[config.mk]
export PLATFORM = sky130hd
export DESIGN_NAME = trng_serial_tx_flat
export DESIGN_NICKNAME = d
export VERILOG_FILES = /design/src/rtl/trng_pkg.sv /design/src/rtl/trng_serial_tx_if.sv /design/src/rtl/trng_byte_fifo.sv /design/src/rtl/trng_serial_tx.sv /design/src/flat_wrapper.sv
export SDC_FILE = /design/constraint.sdc
export NUM_CORES = 1
export LEC_CHECK = 0
export CORE_AREA = 2 2 100 102
export DETAILED_ROUTE_END_ITERATION = 16
export DIE_AREA = 0 0 102 104
export PLACE_DENSITY = 0.65
export SLEW_MARGIN = 20
export SYNTH_ARGS = -nofsm -noshare
export SYNTH_HDL_FRONTEND = slang
export SYNTH_SLANG_ARGS = --single-unit
export TNS_END_PERCENT = 20
[constraint.sdc]
create_clock -name i_clk -period 3.07 [get_ports i_clk]
set_input_delay 0.614 -clock i_clk [delete_from_list [all_inputs] [get_ports i_clk]]
set_output_delay 0.614 -clock i_clk [all_outputs]
set_load 0.01 [all_outputs]
[src/rtl/trng_pkg.sv]
// Shared types and constants for the TRNG serial transmit path.
//   tx_state_t      : UART transmitter FSM states
//   uart_byte_t     : one conditioned random byte
//   UART_DATA_BITS  : data bits per 8N1 frame
//   DEFAULT_CLK_DIV : 96 MHz / 115200 baud
package trng_pkg;

    localparam int unsigned UART_DATA_BITS  = 8;
    localparam int unsigned DEFAULT_CLK_DIV = 833;
    localparam int unsigned IDX_W           = $clog2(UART_DATA_BITS);

    typedef logic [UART_DATA_BITS-1:0] uart_byte_t;

    typedef enum logic [1:0] {
        IDLE,
        START,
        DATA,
        STOP
    } tx_state_t;

endpackage

[src/rtl/trng_serial_tx_if.sv]
// Byte handshake between the entropy core (master) and the serial
// transmitter (slave).
//   i_dat       : random byte
//   i_dat_valid : i_dat holds a byte
//   o_dat_ready : transmitter can take a byte this cycle
interface trng_serial_tx_if;
    import trng_pkg::*;

    uart_byte_t i_dat;
    logic       i_dat_valid;
    logic       o_dat_ready;

    modport master (output i_dat, output i_dat_valid, input  o_dat_ready);
    modport slave  (input  i_dat, input  i_dat_valid, output o_dat_ready);

endinterface

[src/rtl/trng_byte_fifo.sv]
// Synchronous byte FIFO, depth 2^AW, with a combinational head read so the
// storage maps onto distributed LUT-RAM.
//   i_clk, i_reset_n : clock, async active-low reset (flushes pointers/count)
//   push, din        : write din when not full
//   pop, dout        : dout is the head entry; pop discards it when not empty
//   count            : registered occupancy 0..2^AW
module trng_byte_fifo
    import trng_pkg::*;
#(
    parameter int unsigned AW = 3
) (
    input  logic          i_clk,
    input  logic          i_reset_n,
    input  logic          push,
    input  logic          pop,
    input  uart_byte_t    din,
    output uart_byte_t    dout,
    output logic [AW:0]   count
);

    localparam int unsigned DEPTH    = 1 << AW;
    localparam logic [AW:0] FULL_CNT = (AW+1)'(DEPTH);

    uart_byte_t    mem_q [DEPTH];
    logic [AW-1:0] wr_ptr_q;
    logic [AW-1:0] rd_ptr_q;
    logic          wr_en_c;
    logic          rd_en_c;

    assign wr_en_c = push && (count != FULL_CNT);
    assign rd_en_c = pop  && (count != '0);
    assign dout    = mem_q[rd_ptr_q];

    // Storage carries no reset; only pointers and count define validity.
    always_ff @(posedge i_clk) begin
        if (wr_en_c) begin
            mem_q[wr_ptr_q] <= din;
        end
    end

    // Pointers wrap modulo depth; simultaneous push/pop leaves count unchanged.
    always_ff @(posedge i_clk or negedge i_reset_n) begin
        if (!i_reset_n) begin
            wr_ptr_q <= '0;
            rd_ptr_q <= '0;
            count    <= '0;
        end else begin
            if (wr_en_c) begin
                wr_ptr_q <= wr_ptr_q + AW'(1);
            end
            if (rd_en_c) begin
                rd_ptr_q <= rd_ptr_q + AW'(1);
            end
            case ({wr_en_c, rd_en_c})
                2'b10:   count <= count + (AW+1)'(1);
                2'b01:   count <= count - (AW+1)'(1);
                default: count <= count;
            endcase
        end
    end

endmodule

[src/rtl/trng_serial_tx.sv]
// TRNG byte-stream serializer: buffers random bytes and sends them as 8N1
// UART frames, gated by host RTS at frame boundaries.
//   i_clk, i_reset_n : clock, async active-low reset
//   src              : byte handshake (i_dat / i_dat_valid / o_dat_ready)
//   i_serial_rts_n   : host RTS, active low, asynchronous
//   o_serial_data    : UART TX line, idle high
//   o_dat_cnt        : FIFO occupancy
//   o_busy           : a frame is on the line
module trng_serial_tx
    import trng_pkg::*;
#(
    parameter int unsigned CLK_DIV = DEFAULT_CLK_DIV,
    parameter int unsigned FIFO_AW = 3
) (
    input  logic                 i_clk,
    input  logic                 i_reset_n,
    trng_serial_tx_if.slave      src,
    input  logic                 i_serial_rts_n,
    output logic                 o_serial_data,
    output logic [FIFO_AW:0]     o_dat_cnt,
    output logic                 o_busy
);

    localparam int unsigned       DEPTH    = 1 << FIFO_AW;
    localparam int unsigned       CNT_W    = (CLK_DIV > 1) ? $clog2(CLK_DIV) : 1;
    localparam logic [FIFO_AW:0]  FULL_CNT = (FIFO_AW+1)'(DEPTH);
    localparam logic [CNT_W-1:0]  BIT_LAST = CNT_W'(CLK_DIV - 1);
    localparam logic [IDX_W-1:0]  IDX_LAST = IDX_W'(UART_DATA_BITS - 1);

    tx_state_t        state_q, state_d;
    logic [CNT_W-1:0] bit_cnt_q, bit_cnt_d;
    logic [IDX_W-1:0] idx_q, idx_d;
    uart_byte_t       shift_q, shift_d;
    logic             txd_d;
    logic             busy_d;

    logic             rts_meta_q;
    logic             rts_s;
    logic             push_c;
    logic             pop_c;
    logic             can_pop_c;
    logic             bit_end_c;
    uart_byte_t       fifo_dout;

    // Two-flop RTS synchroniser; resets to "host not ready".
    always_ff @(posedge i_clk or negedge i_reset_n) begin
        if (!i_reset_n) begin
            rts_meta_q <= 1'b1;
            rts_s      <= 1'b1;
        end else begin
            rts_meta_q <= i_serial_rts_n;
            rts_s      <= rts_meta_q;
        end
    end

    assign src.o_dat_ready = (o_dat_cnt != FULL_CNT);
    assign push_c          = src.i_dat_valid && src.o_dat_ready;
    assign can_pop_c       = (o_dat_cnt != '0) && !rts_s;
    assign bit_end_c       = (bit_cnt_q == BIT_LAST);

    trng_byte_fifo #(
        .AW (FIFO_AW)
    ) u_fifo (
        .i_clk     (i_clk),
        .i_reset_n (i_reset_n),
        .push      (push_c),
        .pop       (pop_c),
        .din       (src.i_dat),
        .dout      (fifo_dout),
        .count     (o_dat_cnt)
    );

    // Transmitter next-state and output decode.
    always_comb begin
        state_d   = state_q;
        bit_cnt_d = bit_cnt_q;
        idx_d     = idx_q;
        shift_d   = shift_q;
        txd_d     = o_serial_data;
        busy_d    = o_busy;
        pop_c     = 1'b0;

        case (state_q)
            IDLE: begin
                txd_d     = 1'b1;
                busy_d    = 1'b0;
                bit_cnt_d = '0;
                idx_d     = '0;
                if (can_pop_c) begin
                    pop_c   = 1'b1;
                    shift_d = fifo_dout;
                    txd_d   = 1'b0;
                    busy_d  = 1'b1;
                    state_d = START;
                end
            end
            START: begin
                if (bit_end_c) begin
                    bit_cnt_d = '0;
                    idx_d     = '0;
                    txd_d     = shift_q[0];
                    state_d   = DATA;
                end else begin
                    bit_cnt_d = bit_cnt_q + CNT_W'(1);
                end
            end
            DATA: begin
                if (bit_end_c) begin
                    bit_cnt_d = '0;
                    if (idx_q == IDX_LAST) begin
                        txd_d   = 1'b1;
                        state_d = STOP;
                    end else begin
                        // shift_q[1] is the next bit before the shift lands.
                        idx_d   = idx_q + IDX_W'(1);
                        shift_d = shift_q >> 1;
                        txd_d   = shift_q[1];
                    end
                end else begin
                    bit_cnt_d = bit_cnt_q + CNT_W'(1);
                end
            end
            STOP: begin
                if (bit_end_c) begin
                    bit_cnt_d = '0;
                    idx_d     = '0;
                    // Back-to-back frames: pop straight into a new start bit.
                    if (can_pop_c) begin
                        pop_c   = 1'b1;
                        shift_d = fifo_dout;
                        txd_d   = 1'b0;
                        state_d = START;
                    end else begin
                        txd_d   = 1'b1;
                        busy_d  = 1'b0;
                        state_d = IDLE;
                    end
                end else begin
                    bit_cnt_d = bit_cnt_q + CNT_W'(1);
                end
            end
            default: begin
                state_d = IDLE;
            end
        endcase
    end

    // Transmitter registers; reset drops any partial frame and idles the line.
    always_ff @(posedge i_clk or negedge i_reset_n) begin
        if (!i_reset_n) begin
            state_q       <= IDLE;
            bit_cnt_q     <= '0;
            idx_q         <= '0;
            shift_q       <= '0;
            o_serial_data <= 1'b1;
            o_busy        <= 1'b0;
        end else begin
            state_q       <= state_d;
            bit_cnt_q     <= bit_cnt_d;
            idx_q         <= idx_d;
            shift_q       <= shift_d;
            o_serial_data <= txd_d;
            o_busy        <= busy_d;
        end
    end

endmodule

[src/flat_wrapper.sv]
// flat-port wrapper written by rule: the top's interface ports become plain ports
module trng_serial_tx_flat import trng_pkg::*;
#(
    parameter int unsigned CLK_DIV = DEFAULT_CLK_DIV,
    parameter int unsigned FIFO_AW = 3
)
  (i_clk, i_reset_n, i_serial_rts_n, o_serial_data, o_dat_cnt, o_busy, src_i_dat, src_i_dat_valid, src_o_dat_ready);
  trng_serial_tx_if src_i ();
  input  logic i_clk;
  input  logic i_reset_n;
  input  logic i_serial_rts_n;
  output logic o_serial_data;
  output logic [FIFO_AW:0] o_dat_cnt;
  output logic o_busy;
  input wire logic [$bits(src_i.i_dat)-1:0] src_i_dat;
  input wire logic [$bits(src_i.i_dat_valid)-1:0] src_i_dat_valid;
  output wire logic [$bits(src_i.o_dat_ready)-1:0] src_o_dat_ready;
  assign src_i.i_dat = src_i_dat;
  assign src_i.i_dat_valid = src_i_dat_valid;
  assign src_o_dat_ready = src_i.o_dat_ready;
  trng_serial_tx #(.CLK_DIV(CLK_DIV), .FIFO_AW(FIFO_AW)) u_core (.i_clk(i_clk), .i_reset_n(i_reset_n), .src(src_i), .i_serial_rts_n(i_serial_rts_n), .o_serial_data(o_serial_data), .o_dat_cnt(o_dat_cnt), .o_busy(o_busy));
endmodule
======== Yosys cells after proc, flatten, opt, wreduce, memory -nomap -nowiden ========
Memory sizes are Yosys's and may differ from the RTL's.
Cells that the tools add are included.
operators by class
  $add $sub $neg .......................... 6
  equal/unequal tests ..................... 16
  muxes and demuxes ....................... 33
  reduce and logical (&&, ||, !) cells .... 17
operators by type and width
  operator                                                number
  2-to-1 mux 8 bit                                        4
  case mux 8 bit (3 select lines)                         1
  case mux 10 bit (2 select lines)                        1
  2-to-1 mux 1 bit                                        12
  inequality test 2 x 1 -> 1 bit (second input constant)  6
  adder 10 x 1 -> 10 bit (second input constant)          1
  equality test 10 bit (second input constant)            1
  2-to-1 mux 10 bit                                       1
  2-to-1 mux 2 bit                                        5
  adder 3 x 1 -> 3 bit (second input constant)            3
  2-to-1 mux 3 bit                                        3
  case mux 3 bit (3 select lines)                         1
  AND reduction 3 bit                                     3
  case mux 2 bit (4 select lines)                         1
  case mux 4 bit (2 select lines)                         1
  equality test 2 bit (second input constant)             3
  AND reduction 5 bit                                     1
  adder 4 x 1 -> 4 bit (second input constant)            1
  equality test 2 x 1 -> 1 bit (second input constant)    2
  logical AND 1 bit                                       4
  inequality test 2 bit (second input constant)           2
  inequality test 4 bit (second input constant)           1
  case mux 1 bit (2 select lines)                         2
  case mux 1 bit (4 select lines)                         1
  other kinds (10)                                        11
storage, ports and cells
  register bits after elaboration ......... 37
  RAM bits ................................ 64
  input bits .............................. 12
  output and inout port bits .............. 7
  logic and storage cells ................. 84
  memories kept ........................... 1
memories
  name                 words  width  read ports  clocked after Yosys merged registers in  write ports  line                  source
  u_core.u_fifo.mem_q  8      8      1           0                                        1            trng_byte_fifo.sv:24  uart_byte_t mem_q [DEPTH];

======== Depth between registers and ports, before layout ========
  depth in word-level cells ............... 8
  gate-level depth with buffers ........... 11
  depth with buffers taken out ............ 11

======== Cells and area by module ========
A second synthesis with hierarchy kept.
unflattened totals
  cell total of the unflattened synthesis .. 301
  area total of the unflattened synthesis .. 4625.7 sq um
by module, submodules not included
  module          instances  cells each  area each (sq um)  sequential area each (sq um)
  trng_byte_fifo  1          158         3114.2             2172.1
  trng_serial_tx  1          143         1511.4             679.4

======== Worst setup path after synthesis ========
OpenSTA, ideal clock, no wires.
  path type ............................... register to register
  from .................................... register u_core.state_q[0]
  to ...................................... register u_core.u_fifo.count[3]
  setup time .............................. 80 ps
  arrival ................................. 2452 ps
  data required time ...................... 2990 ps
  path slack .............................. 538 ps
  cell stages (with the launch flop) ...... 11
  path buffers ............................ 0
  period minus slack after synthesis ...... 2532 ps
  path through ............................ dfrtp_1 inv_1 ha_1 nor3_1 o21a_1 ha_1 ha_1 a21o_2 a21oi_1 mux2i_1 xnor2_1
between the ends
  cells in the longest elaborated chain, start to end .. 5
  elaborated cells between the ends (all ways) .. 8
  classes of those cells .................. eq/ne (3); mux (2); reduce/logical (3)
RTL lines
  element                                                                       line                   source
  from (decl)                                                                   trng_serial_tx.sv:30   tx_state_t state_q, state_d;
  from (signal assigned)                                                        trng_serial_tx.sv:158  state_q <= state_d;
  equality test 2 bit / logical NOT 2 bit (equally long branches)               trng_serial_tx.sv:83   case (state_q)
  case mux 1 bit (2 select lines) *                                             trng_serial_tx.sv:83
  logical AND 1 bit *                                                           trng_byte_fifo.sv:31   assign rd_en_c = pop && (count != '0);
  via u_core.u_fifo.rd_en_c                                                     trng_byte_fifo.sv:28   logic rd_en_c;
  equality test 2 x 1 -> 1 bit / equality test 2 bit (equally long branches)    trng_byte_fifo.sv:54   case ({wr_en_c, rd_en_c})
  case mux 4 bit (2 select lines) / nonzero test 2 bit (equally long branches)  --
  to (signal assigned)                                                          trng_byte_fifo.sv:55   2'b10: count <= count + (AW+1)'(1);
  to (signal assigned)                                                          trng_byte_fifo.sv:56   2'b01: count <= count - (AW+1)'(1);
  to (signal assigned)                                                          trng_byte_fifo.sv:57   default: count <= count;
  to (decl)                                                                     trng_byte_fifo.sv:18   output logic [AW:0] count
Mark *: on every way through the listed nets, which the timed path passes. The rest lies on a longest branch.
A chain may end at the register's enable or synchronous reset.

======== Worst setup path in the final report ========
Ends and elaborated chain as after synthesis.

==> metrics <==
# fillers 825; synthesized area per cell between 15 and 20 sq um; Multi-input gate area 1545 sq um; Critical Path AT about 3000 ps; routed vias/inst 5.326; Top cell by count, worst path ha_1; # Post-CTS Setup Buffers 0; critical path's slowest cell dfrtp_1; HPWL after detailed placement between 5000 and 6000 microns; grt met3 use 4.503%; Die Y around 100 microns; GRT met2 Usage 28.05%; Clock Path Buffers 2; outcome complete, no violations; Post-Syn Instances approximately 290; ys async rst share around 37%; met1 Resource Use GR 19.98%; PostCTS Resize Cnt 0; initial drt markers 160; Yosys top cell by area edfxtp_1; Syn Std Cell Area 4501 sq um; Sequential Area 2851 sq um; Pre-Repair DR Iteration Count 4; chip width roughly 100 microns; via count 2450; slew of the pin with the lowest slew margin 901.9 ps; Starting Density a little under half; pwr dens approximately 610 nW/um^2; register bit total from synthesis 101; CTS clk-pin slew, worst paths 100 ps; share of cells above drive strength 1 17.43%; gr ovfl total 0; # rows 36; post-layout min period 2739 ps; CTS sink count 101; NumNets Final 350; WL final between 7000 and 8000 microns; Area Growth Syn to Fin 12.84%; critical path's top delay family adder cells; worst path buffer plus inverter count 1; Crit Path Class flip-flop to flip-flop; leakage 1.919 nW; Slew Viols, Final 0; global-route wire length before repair between 10000 and 15000 microns; Post-Route Utilization 53.18%; Residual DRC 0; CTS tree yes; final total power 3.116 mW; WL per Instance 17.25 microns; HP Class primary input to asynchronous set/reset pin; core area 9549 sq um; Top FF cell, synth edfxtp_1; crit path max fanout 5; Distinct cells, synth between 50 and 60; register area share after synthesis 63.36%; vias in the first global route around 2500; Post-synth top cells 64 x edfxtp_1, 34 x dfrtp_1, 22 x nor2_1; VDD IR max 404.6 uV; top post-synthesis cells by area edfxtp_1 43%, dfrtp_1 19%, mux4_2 5.0%; count leader, synth edfxtp_1; maximum clock rate around 370 MHz; Slew HR 39.88%; endpoints failing setup 0; number of I/O pins 19; Final Hold Viols 0; full die area 10610 sq um; Worst setup EP type flip-flop; crit-path cells inv_1 -> ha_1 -> nor3_1 -> o21a_1 -> ha_1 -> ha_1 -> a21o_2 -> a21oi_1 -> mux2i_1 -> xnor2_1; I/O Buffers 18; GRT Util Overall ~16%; CTS Root Cell clkbuf_8; delay of the slowest cell on the worst path 420 ps; Critical Path RT between 3000 and 4000 ps; post-route ant nets 0; # diodes 0; CP Launch Type flip-flop; clk_lat worst skew between 300 and 400 ps; initial antenna violation count 0; top cell type's share of synthesized area 42.70%; RSZ-0062 raised after global routing no; final clock skew 11.66 ps; Fin Setup TNS 0 ps; layer with the highest usage met2; H-tree Lvls 3; Ys Warns 0; Hold Buf Count CTS 0; Tcrit/Tclk final 89.21%; number of synthesized flops with an enable pin 64; Min Hold Slack 336.6 ps; GP Congestion 0.7950; Max Cap Viol 0; largest net degree at the start of global routing 38; CTS Buf Count 9; synthesized net count 320
-- registers in the layout, indices dropped and copies added, names as in the netlist --
| signal | flops |
|---|---|
| u_core.rts_meta_q | 1 |
| u_core.rts_s | 1 |
| u_core.u_fifo.wr_ptr_q | 3 |
| u_core.u_fifo.mem_q | 64 |
| u_core.o_busy | 1 |
| u_core.shift_q | 8 |
| u_core.bit_cnt_q | 10 |
| u_core.state_q | 2 |
| u_core.o_serial_data | 1 |
| u_core.u_fifo.count | 4 |
| u_core.idx_q | 3 |
| u_core.u_fifo.rd_ptr_q | 3 |
-- layout make-up --
cell class	count	share of cell area [%]
clock buffers	9	2.439
clock inverters	7	1.823
inverters	13	0.9608
multi-input cells	169	30.43
flip-flops and latches	101	56.15
well taps	133	3.277
repair buffers	28	4.927
-- layer usage --
metal	up-vias	share of wire, %
met4	0	1.8
met1	1245	43
met5	-	0
met2	35	53
li1	1157	-
met3	13	2.6
-- where the power goes --
part	switching, mW	internal (mW)	total, mW
Clock	0.500	0.400	0.899
Combinational	0.248	0.227	0.475
Sequential	0.113	1.63	1.74
-- through the flow --
stage          area [sq um]  worst slack, ps  cells
2_1_floorplan          4501            538.1    292
3_3_place_gp           4862            371.6    444
3_5_place_dp           4862            341.6    444
4_1_cts                5079            345.6    460
5_1_grt                5079            92.89    460
6_report               5079            331.2    460
-- cell usage in the layout, fill, tap and decap left out, types with 3 or more instances in the layout --
cell,Yosys,final
edfxtp_1,64,64
dfrtp_1,34,34
nor2_1,22,22
clkdlybuf4s50_1,0,17
nand2_1,15,15
ha_1,15,15
inv_1,13,13
xnor2_1,10,10
mux4_2,10,10
buf_4,0,10
nor3_1,9,9
clkbuf_8,0,9
nand3_1,8,8
nand2b_1,7,7
a21oi_1,6,6
xor2_1,5,5
mux2i_1,5,5
mux2_4,5,5
mux4_1,5,5
o21ai_0,4,4
o22ai_1,4,4
o221ai_1,3,3
inv_8,0,3
dfstp_2,3,3
-- cell families after synthesis --
| group | synth area share, % |
|---|---|
| flip-flops | 63.36 |
| AND/OR/NAND/NOR | 9.091 |
| AO/OA/AOI/OAI | 5.866 |
| multiplexers | 11.70 |
| buffers and inverters | 2.446 |
| adder cells (fa/ha/maj) | 4.615 |
| XOR/XNOR | 2.919 |
-- worst paths after layout --
check / from / end / slack (ps) / cells past startpoint
min in group i_clk: u_core.rts_meta_q / u_core.rts_s / 360 / 0
max in group asynchronous: i_reset_n / u_core.u_fifo.rd_ptr_q[2] / 2200 / 1
min: i_reset_n / u_core.bit_cnt_q[6] / 340 / 1
max reg2reg: u_core.state_q[0] / u_core.u_fifo.count[3] / 330 / 10
min reg2reg: u_core.rts_meta_q / u_core.rts_s / 360 / 0
max: u_core.state_q[0] / u_core.u_fifo.count[3] / 330 / 10
Note: power is estimated with default switching activity, not from simulation.
